### src/rtl/clk_div_pkg.sv
// Shared defaults, reset-divisor helper and per-channel flag type for the clk_div_bank slice.
package clk_div_pkg;

    localparam int NUM_CH_DEF = 4;
    localparam int DIV_W_DEF  = 8;

    typedef struct packed {
        logic out;
        logic tick;
        logic pend_v;
    } chan_flags_t;

    // Channel ch powers up dividing by 2^(ch+1), saturated to the widest divisor the register holds.
    function automatic int unsigned rst_div(input int unsigned ch, input int unsigned w);
        int unsigned max_v;
        int unsigned v;
        if (w >= 32) max_v = 32'hffff_ffff;
        else         max_v = (32'd1 << w) - 32'd1;
        if (ch >= 32) v = 32'hffff_ffff;
        else          v = (32'd1 << ch) - 32'd1;
        return (v < max_v) ? v : max_v;
    endfunction

endpackage

### src/rtl/clk_div_bank_if.sv
// Divisor-write handshake between a configuration master and clk_div_bank.
interface clk_div_bank_if #(
    parameter int CH_W  = 2,
    parameter int DIV_W = 8
);
    logic             cfg_valid;
    logic             cfg_ready;
    logic [CH_W-1:0]  cfg_ch;
    logic [DIV_W-1:0] cfg_div;

    modport master (output cfg_valid, output cfg_ch, output cfg_div, input  cfg_ready);
    modport slave  (input  cfg_valid, input  cfg_ch, input  cfg_div, output cfg_ready);
endinterface

### src/rtl/clk_div_chan.sv
// One divider channel: counter, active/pending divisor and registered 50% output with rise tick.
module clk_div_chan
    import clk_div_pkg::*;
#(
    parameter int               DIV_W   = 8,
    parameter logic [DIV_W-1:0] RST_DIV = '0
) (
    input  logic             clk,
    input  logic             rst_n,
    input  logic             en,
    input  logic             wr_en,
    input  logic [DIV_W-1:0] wr_div,
    output logic             clk_out,
    output logic             tick,
    output logic             pend_v
);

    logic [DIV_W-1:0] cnt_q, cnt_d;
    logic [DIV_W-1:0] div_q, div_d;
    logic [DIV_W-1:0] pend_div_q, pend_div_d;
    chan_flags_t      flags_q, flags_d;
    logic             wrap;

    assign wrap = (cnt_q == div_q);

    always_comb begin
        cnt_d        = cnt_q;
        div_d        = div_q;
        pend_div_d   = pend_div_q;
        flags_d      = flags_q;
        flags_d.tick = 1'b0;
        if (!en) begin
            cnt_d       = '0;
            flags_d.out = 1'b0;
            // A stopped channel has no period to protect, so updates land at once.
            if (flags_q.pend_v) begin
                div_d          = pend_div_q;
                flags_d.pend_v = 1'b0;
            end else if (wr_en) begin
                div_d = wr_div;
            end
        end else begin
            if (wrap) begin
                cnt_d        = '0;
                flags_d.out  = ~flags_q.out;
                flags_d.tick = ~flags_q.out;
                if (flags_q.out && flags_q.pend_v) begin
                    div_d          = pend_div_q;
                    flags_d.pend_v = 1'b0;
                end
            end else begin
                cnt_d = cnt_q + DIV_W'(1);
            end
            if (wr_en) begin
                pend_div_d     = wr_div;
                flags_d.pend_v = 1'b1;
            end
        end
    end

    always_ff @(posedge clk or negedge rst_n) begin
        if (!rst_n) begin
            cnt_q      <= '0;
            div_q      <= RST_DIV;
            pend_div_q <= '0;
            flags_q    <= '0;
        end else begin
            cnt_q      <= cnt_d;
            div_q      <= div_d;
            pend_div_q <= pend_div_d;
            flags_q    <= flags_d;
        end
    end

    assign clk_out = flags_q.out;
    assign tick    = flags_q.tick;
    assign pend_v  = flags_q.pend_v;

endmodule

### src/rtl/clk_div_bank.sv
// Multi-channel programmable clock-divider bank with cfg decode and optional AND monitor.
// Define CLK_DIV_BANK_AND_EN to build the masked AND combiner; otherwise and_out is tied low.
module clk_div_bank
    import clk_div_pkg::*;
#(
    parameter int NUM_CH = NUM_CH_DEF,
    parameter int DIV_W  = DIV_W_DEF,
    parameter int CH_W   = (NUM_CH > 1) ? $clog2(NUM_CH) : 1
) (
    input  logic              clk,
    input  logic              rst_n,
    input  logic [NUM_CH-1:0] ch_en,
    clk_div_bank_if.slave     cfg,
    input  logic [NUM_CH-1:0] and_mask,
    output logic [NUM_CH-1:0] clk_out,
    output logic [NUM_CH-1:0] tick,
    output logic              and_out
);

    logic [NUM_CH-1:0] pend_v;
    logic [NUM_CH-1:0] wr_en;
    logic              ready;

    // Writes to channels that do not exist see ready=1 and are silently dropped.
    always_comb begin
        ready = 1'b1;
        wr_en = '0;
        for (int i = 0; i < NUM_CH; i++) begin
            if (cfg.cfg_ch == CH_W'(i)) begin
                ready = ~pend_v[i];
            end
        end
        for (int i = 0; i < NUM_CH; i++) begin
            wr_en[i] = cfg.cfg_valid & ready & (cfg.cfg_ch == CH_W'(i));
        end
    end

    assign cfg.cfg_ready = ready;

    for (genvar g = 0; g < NUM_CH; g++) begin : g_chan
        clk_div_chan #(
            .DIV_W   (DIV_W),
            .RST_DIV (DIV_W'(rst_div(g, DIV_W)))
        ) u_chan (
            .clk     (clk),
            .rst_n   (rst_n),
            .en      (ch_en[g]),
            .wr_en   (wr_en[g]),
            .wr_div  (cfg.cfg_div),
            .clk_out (clk_out[g]),
            .tick    (tick[g]),
            .pend_v  (pend_v[g])
        );
    end

`ifdef CLK_DIV_BANK_AND_EN
    logic and_q, and_d;

    always_comb begin
        and_d = 1'b0;
        if (|and_mask) begin
            and_d = &(clk_out | ~and_mask);
        end
    end

    always_ff @(posedge clk or negedge rst_n) begin
        if (!rst_n) begin
            and_q <= 1'b0;
        end else begin
            and_q <= and_d;
        end
    end

    assign and_out = and_q;
`else
    logic unused_and_mask;
    assign unused_and_mask = ^and_mask;
    assign and_out         = 1'b0;
`endif

endmodule
### src/flat_wrapper.sv
// flat-port wrapper written by rule: the top's interface ports become plain ports
module clk_div_bank_flat import clk_div_pkg::*;
#(
    parameter int NUM_CH = NUM_CH_DEF,
    parameter int DIV_W  = DIV_W_DEF,
    parameter int CH_W   = (NUM_CH > 1) ? $clog2(NUM_CH) : 1
)
  (clk, rst_n, ch_en, and_mask, clk_out, tick, and_out, cfg_cfg_valid, cfg_cfg_ch, cfg_cfg_div, cfg_cfg_ready);
  clk_div_bank_if #(.CH_W(CH_W), .DIV_W(DIV_W)) cfg_i ();
  input  logic clk;
  input  logic rst_n;
  input  logic [NUM_CH-1:0] ch_en;
  input  logic [NUM_CH-1:0] and_mask;
  output logic [NUM_CH-1:0] clk_out;
  output logic [NUM_CH-1:0] tick;
  output logic and_out;
  input wire logic [$bits(cfg_i.cfg_valid)-1:0] cfg_cfg_valid;
  input wire logic [$bits(cfg_i.cfg_ch)-1:0] cfg_cfg_ch;
  input wire logic [$bits(cfg_i.cfg_div)-1:0] cfg_cfg_div;
  output wire logic [$bits(cfg_i.cfg_ready)-1:0] cfg_cfg_ready;
  assign cfg_i.cfg_valid = cfg_cfg_valid;
  assign cfg_i.cfg_ch = cfg_cfg_ch;
  assign cfg_i.cfg_div = cfg_cfg_div;
  assign cfg_cfg_ready = cfg_i.cfg_ready;
  clk_div_bank #(.NUM_CH(NUM_CH), .DIV_W(DIV_W), .CH_W(CH_W)) u_core (.clk(clk), .rst_n(rst_n), .ch_en(ch_en), .cfg(cfg_i), .and_mask(and_mask), .clk_out(clk_out), .tick(tick), .and_out(and_out));
endmodule
### config.mk
export PLATFORM = sky130hd
export DESIGN_NAME = clk_div_bank_flat
export DESIGN_NICKNAME = d
export VERILOG_FILES = /design/src/rtl/clk_div_pkg.sv /design/src/rtl/clk_div_bank_if.sv /design/src/rtl/clk_div_chan.sv /design/src/rtl/clk_div_bank.sv /design/src/flat_wrapper.sv
export SDC_FILE = /design/constraint.sdc
export NUM_CORES = 1
export LEC_CHECK = 0
export CORE_UTILIZATION = 55
export CTS_BUF_LIST = sky130_fd_sc_hd__clkbuf_4
export CTS_CLUSTER_SIZE = 30
export DETAILED_ROUTE_END_ITERATION = 7
export HOLD_SLACK_MARGIN = 0.08
export PLACE_DENSITY = 0.81
export SYNTH_ARGS = -nofsm -noshare
export SYNTH_HDL_FRONTEND = slang
export SYNTH_SLANG_ARGS = --single-unit
### constraint.sdc
create_clock -name clk -period 4.9 [get_ports clk]
set_input_delay 0.49 -clock clk [delete_from_list [all_inputs] [get_ports clk]]
set_output_delay 0.49 -clock clk [all_outputs]
set_load 0.01 [all_outputs]
==> reports/metrics.cfg <==
[sta]
max_slew_margin_pct = 47.5
post-route-min-period_ps = 2670
slew_violations = 0
clock.fmax_mhz = 374
timing.final.hold_violations = 0
setup_viol = 0
rsz0062_at_grt = no
fin_skew_ps = 12.1
worstMarginPinSlew_ps = 787
setup_tns_ps = 0
min_period_over_period_pct = 54.5

[clock_tree]
cts_tree = done
cts.sinks = 108
cts_buffers = 9
clk_latency_ps = 460
cts-root-buf = clkbuf_4
cts_resized = 0
cts_buffer_depth = 2
postCtsSetupRepairBufs = 0
holdBufCountCts = 0
clk_pin_slew_ps = 170
htree_levels = 3

[floorplan]
num_rows = 35
core-area_sq_um = 9280
die_width_um = 99.9
die_area_sq_um = 9990
start_util_pct = 56.8
pin_count = 31
die_h_um = 99.9

[route]
dr_wl_met3_um = 289
drt-initial-drc-count = 56
top_layer = met4
vias = 3237
vias_per_cell = 5.68
drt_pre_antenna_iters = 4
ant_nets = 0
dr_wl_met2_mm = 4.53
routed_wl_mm = 9.20
met1Wirelength_mm = 4.17
wl_per_cell_um = 16.1
drc = 0

[power_and_ir_drop]
pwr-share-comb_pct = 25.1
max-vdd-ir-drop_mv = 0.173
seq_power_share_pct = 55.7
leakagePower_nw = 2.45
switchingPower_mw = 0.693
p_int_mw = 1.53
clockPowerShare_pct = 19.2
p_per_area_nw_per_um2 = 388
p_sw_share_pct = 31.1

[global_routing]
grt_pass1_vias = 3319
grt_start_max_net_pins = 66
grt_pass1_wl_mm = 15.6
antenna_found_initial = 0
grtUsageTotal_pct = 20.1
overflow = 0

[synthesis]
yosysWarnings = 0
synth_ff_type = dfrtp_1
synth_seq_cells = 108
syn_inst = 413
syn_avg_cell_area_sq_um = 12.8
syn_nets = 438
synth_edf_count = 0
syn_area_sq_um = 5280
ys_async_sr_fraction_pct = 100
synth_cell_type_count = 37
ys_seq_area_share_pct = 51.4

[worst_setup_path]
crit_buf_inv = 3
endpoint_kind = output pin
cp.arrival_ps = 2180
crit_slowest_cell = clkdlybuf4s50_1
start_kind = primary input
required_ps = 4410
path_delay_family = buffers and inverters
crit_fanout = 5
cp_slowest_stage_delay_ps = 550
worst_path_most_repeated_cell = clkdlybuf4s50_1
path_class = in -> out
path_cells = clkdlybuf4s50_1 -> mux4_2 -> inv_1 -> clkdlybuf4s50_1

[placed_design]
portBuffers = 25
dp_hpwl_mm = 6.54
finalWeightedCongestion = 0.761
placed_area_sq_um = 5610

[finish]
fill_cells = 720
num_antenna_cells = 0
drive_above_1_share_pct = 30.6
stdcell_area_sq_um = 5730
synthToLayoutAreaGrowth_pct = 8.68
fin_nets = 461
final_util_pct = 61.8

[min_path]
min_path_type = in -> async

[outcome]
status = finished clean

[run]
drv_cap = 0

## stage by stage
| step | total power [mW] | std cells | hold WS [ps] | setup WS, ps |
|---|---|---|---|---|
| after global routing | 2.36 | 570 | 120 | 2160 |
| after detailed placement | 1.82 | 554 | 492 | 2210 |
| after global placement | 1.78 | 554 | 483 | 2200 |
| after floorplan | 1.67 | 413 | 194 | 3120 |
| after CTS | 2.25 | 570 | 102 | 2210 |
| final | 2.23 | 570 | 102 | 2230 |
## flip-flops by register name, summed over array words and instances, names as in the netlist
name / count
u_core.g_chan.u_chan.div_q: 32
u_core.g_chan.u_chan.pend_div_q: 32
u_core.g_chan.u_chan.clk_out: 4
u_core.g_chan.u_chan.pend_v: 4
u_core.g_chan.u_chan.tick: 4
u_core.g_chan.u_chan.cnt_q: 32
## final cells by class
cell class | count | area [sq um] | share of cell area, %
Clock buffer | 10 | 75.1 | 1.31
Clock inverter | 6 | 53.8 | 0.938
Inverter | 6 | 22.5 | 0.393
Multi-Input combinational cell | 285 | 2460 | 42.8
Sequential cell | 108 | 2710 | 47.3
Tap cell | 129 | 161 | 2.81
Timing Repair Buffer | 26 | 255 | 4.45
## routing by layer
metal  global-route usage (%)  vias to the layer above
li1                         -                     1512
met5                        0                        -
met4                     7.47                        0
met2                     33.3                       53
met3                     4.67                       18
met1                     25.8                     1654
## cells by family (layout without fill, tap and decap cells)
family,Yosys count,count (layout),share of synthesized area [%]
flip-flops,108,108,51.4
AND/OR/NAND/NOR,102,102,11.3
multiplexers,97,97,20.9
XOR/XNOR,56,56,9.30
AO/OA/AOI/OAI,25,25,3.98
buffers and inverters,20,48,2.09
adder cells (fa/ha/maj),4,4,0.949
other,1,1,0.0711
## cell usage in the layout, fill, tap and decap left out, drive strengths merged
cell / n
nor3: 2
a41oi: 4
and2: 3
a31o: 3
nand3b: 2
inv: 10
xnor2: 25
mux4: 1
buf: 2
nand4: 7
nor2: 26
a21boi: 3
a311o: 1
and4: 4
nand2: 10
conb: 1
xor2: 31
a211oi: 2
or3b: 1
ha: 4
or3: 5
clkdlybuf4s50: 24
dfrtp: 102
or4: 4
nor4: 4
clkbuf: 10
and3: 16
clkinv: 1
a21oi: 5
dfstp: 6
nand3: 12
clkinvlp: 1
mux2: 96
o21ai: 7
nor3b: 6
## cell usage after synthesis (6+ instances only)
master,number,area (sq um)
xor2_1,31,272
buf_4,9,67.6
xnor2_1,25,219
nand4_1,7,43.8
nand3_1,12,60.1
inv_1,6,22.5
dfrtp_1,102,2550
mux2_2,96,1080
and3_1,16,100
dfstp_2,6,158
nor2_1,26,97.6
nand2_1,10,37.5
## power groups by stage
stage	Combinational, mW	Clock [mW]	Sequential (mW)
after floorplan	0.452	0	1.21
after global placement	0.533	0	1.25
after detailed placement	0.560	0	1.26
after CTS	0.563	0.442	1.24
after global routing	0.615	0.476	1.27
final	0.558	0.427	1.24
## final timing paths
| check | endpoint | startpoint | slack, ps | depth (start not counted) |
|---|---|---|---|---|
| worst max-delay path | cfg_cfg_ready | cfg_cfg_ch[0] | 2230 | 4 |
| worst min-delay path | u_core.g_chan[2].u_chan.pend_v$_DFFE_PN0P_ | rst_n | 100 | 1 |
| worst max register to register | u_core.g_chan[3].u_chan.div_q[4]$_DFFE_PN0P_ | u_core.g_chan[3].u_chan.cnt_q[5]$_DFF_PN0_ | 2900 | 4 |
| worst min register to register | u_core.g_chan[0].u_chan.pend_div_q[0]$_DFFE_PN0P_ | u_core.g_chan[0].u_chan.pend_div_q[0]$_DFFE_PN0P_ | 520 | 1 |
| max in group asynchronous | u_core.g_chan[0].u_chan.pend_div_q[0]$_DFFE_PN0P_ | rst_n | 3720 | 2 |
| min in group clk | u_core.g_chan[0].u_chan.pend_div_q[0]$_DFFE_PN0P_ | u_core.g_chan[0].u_chan.pend_div_q[0]$_DFFE_PN0P_ | 520 | 1 |
Note: power is estimated with default switching activity, not from simulation.
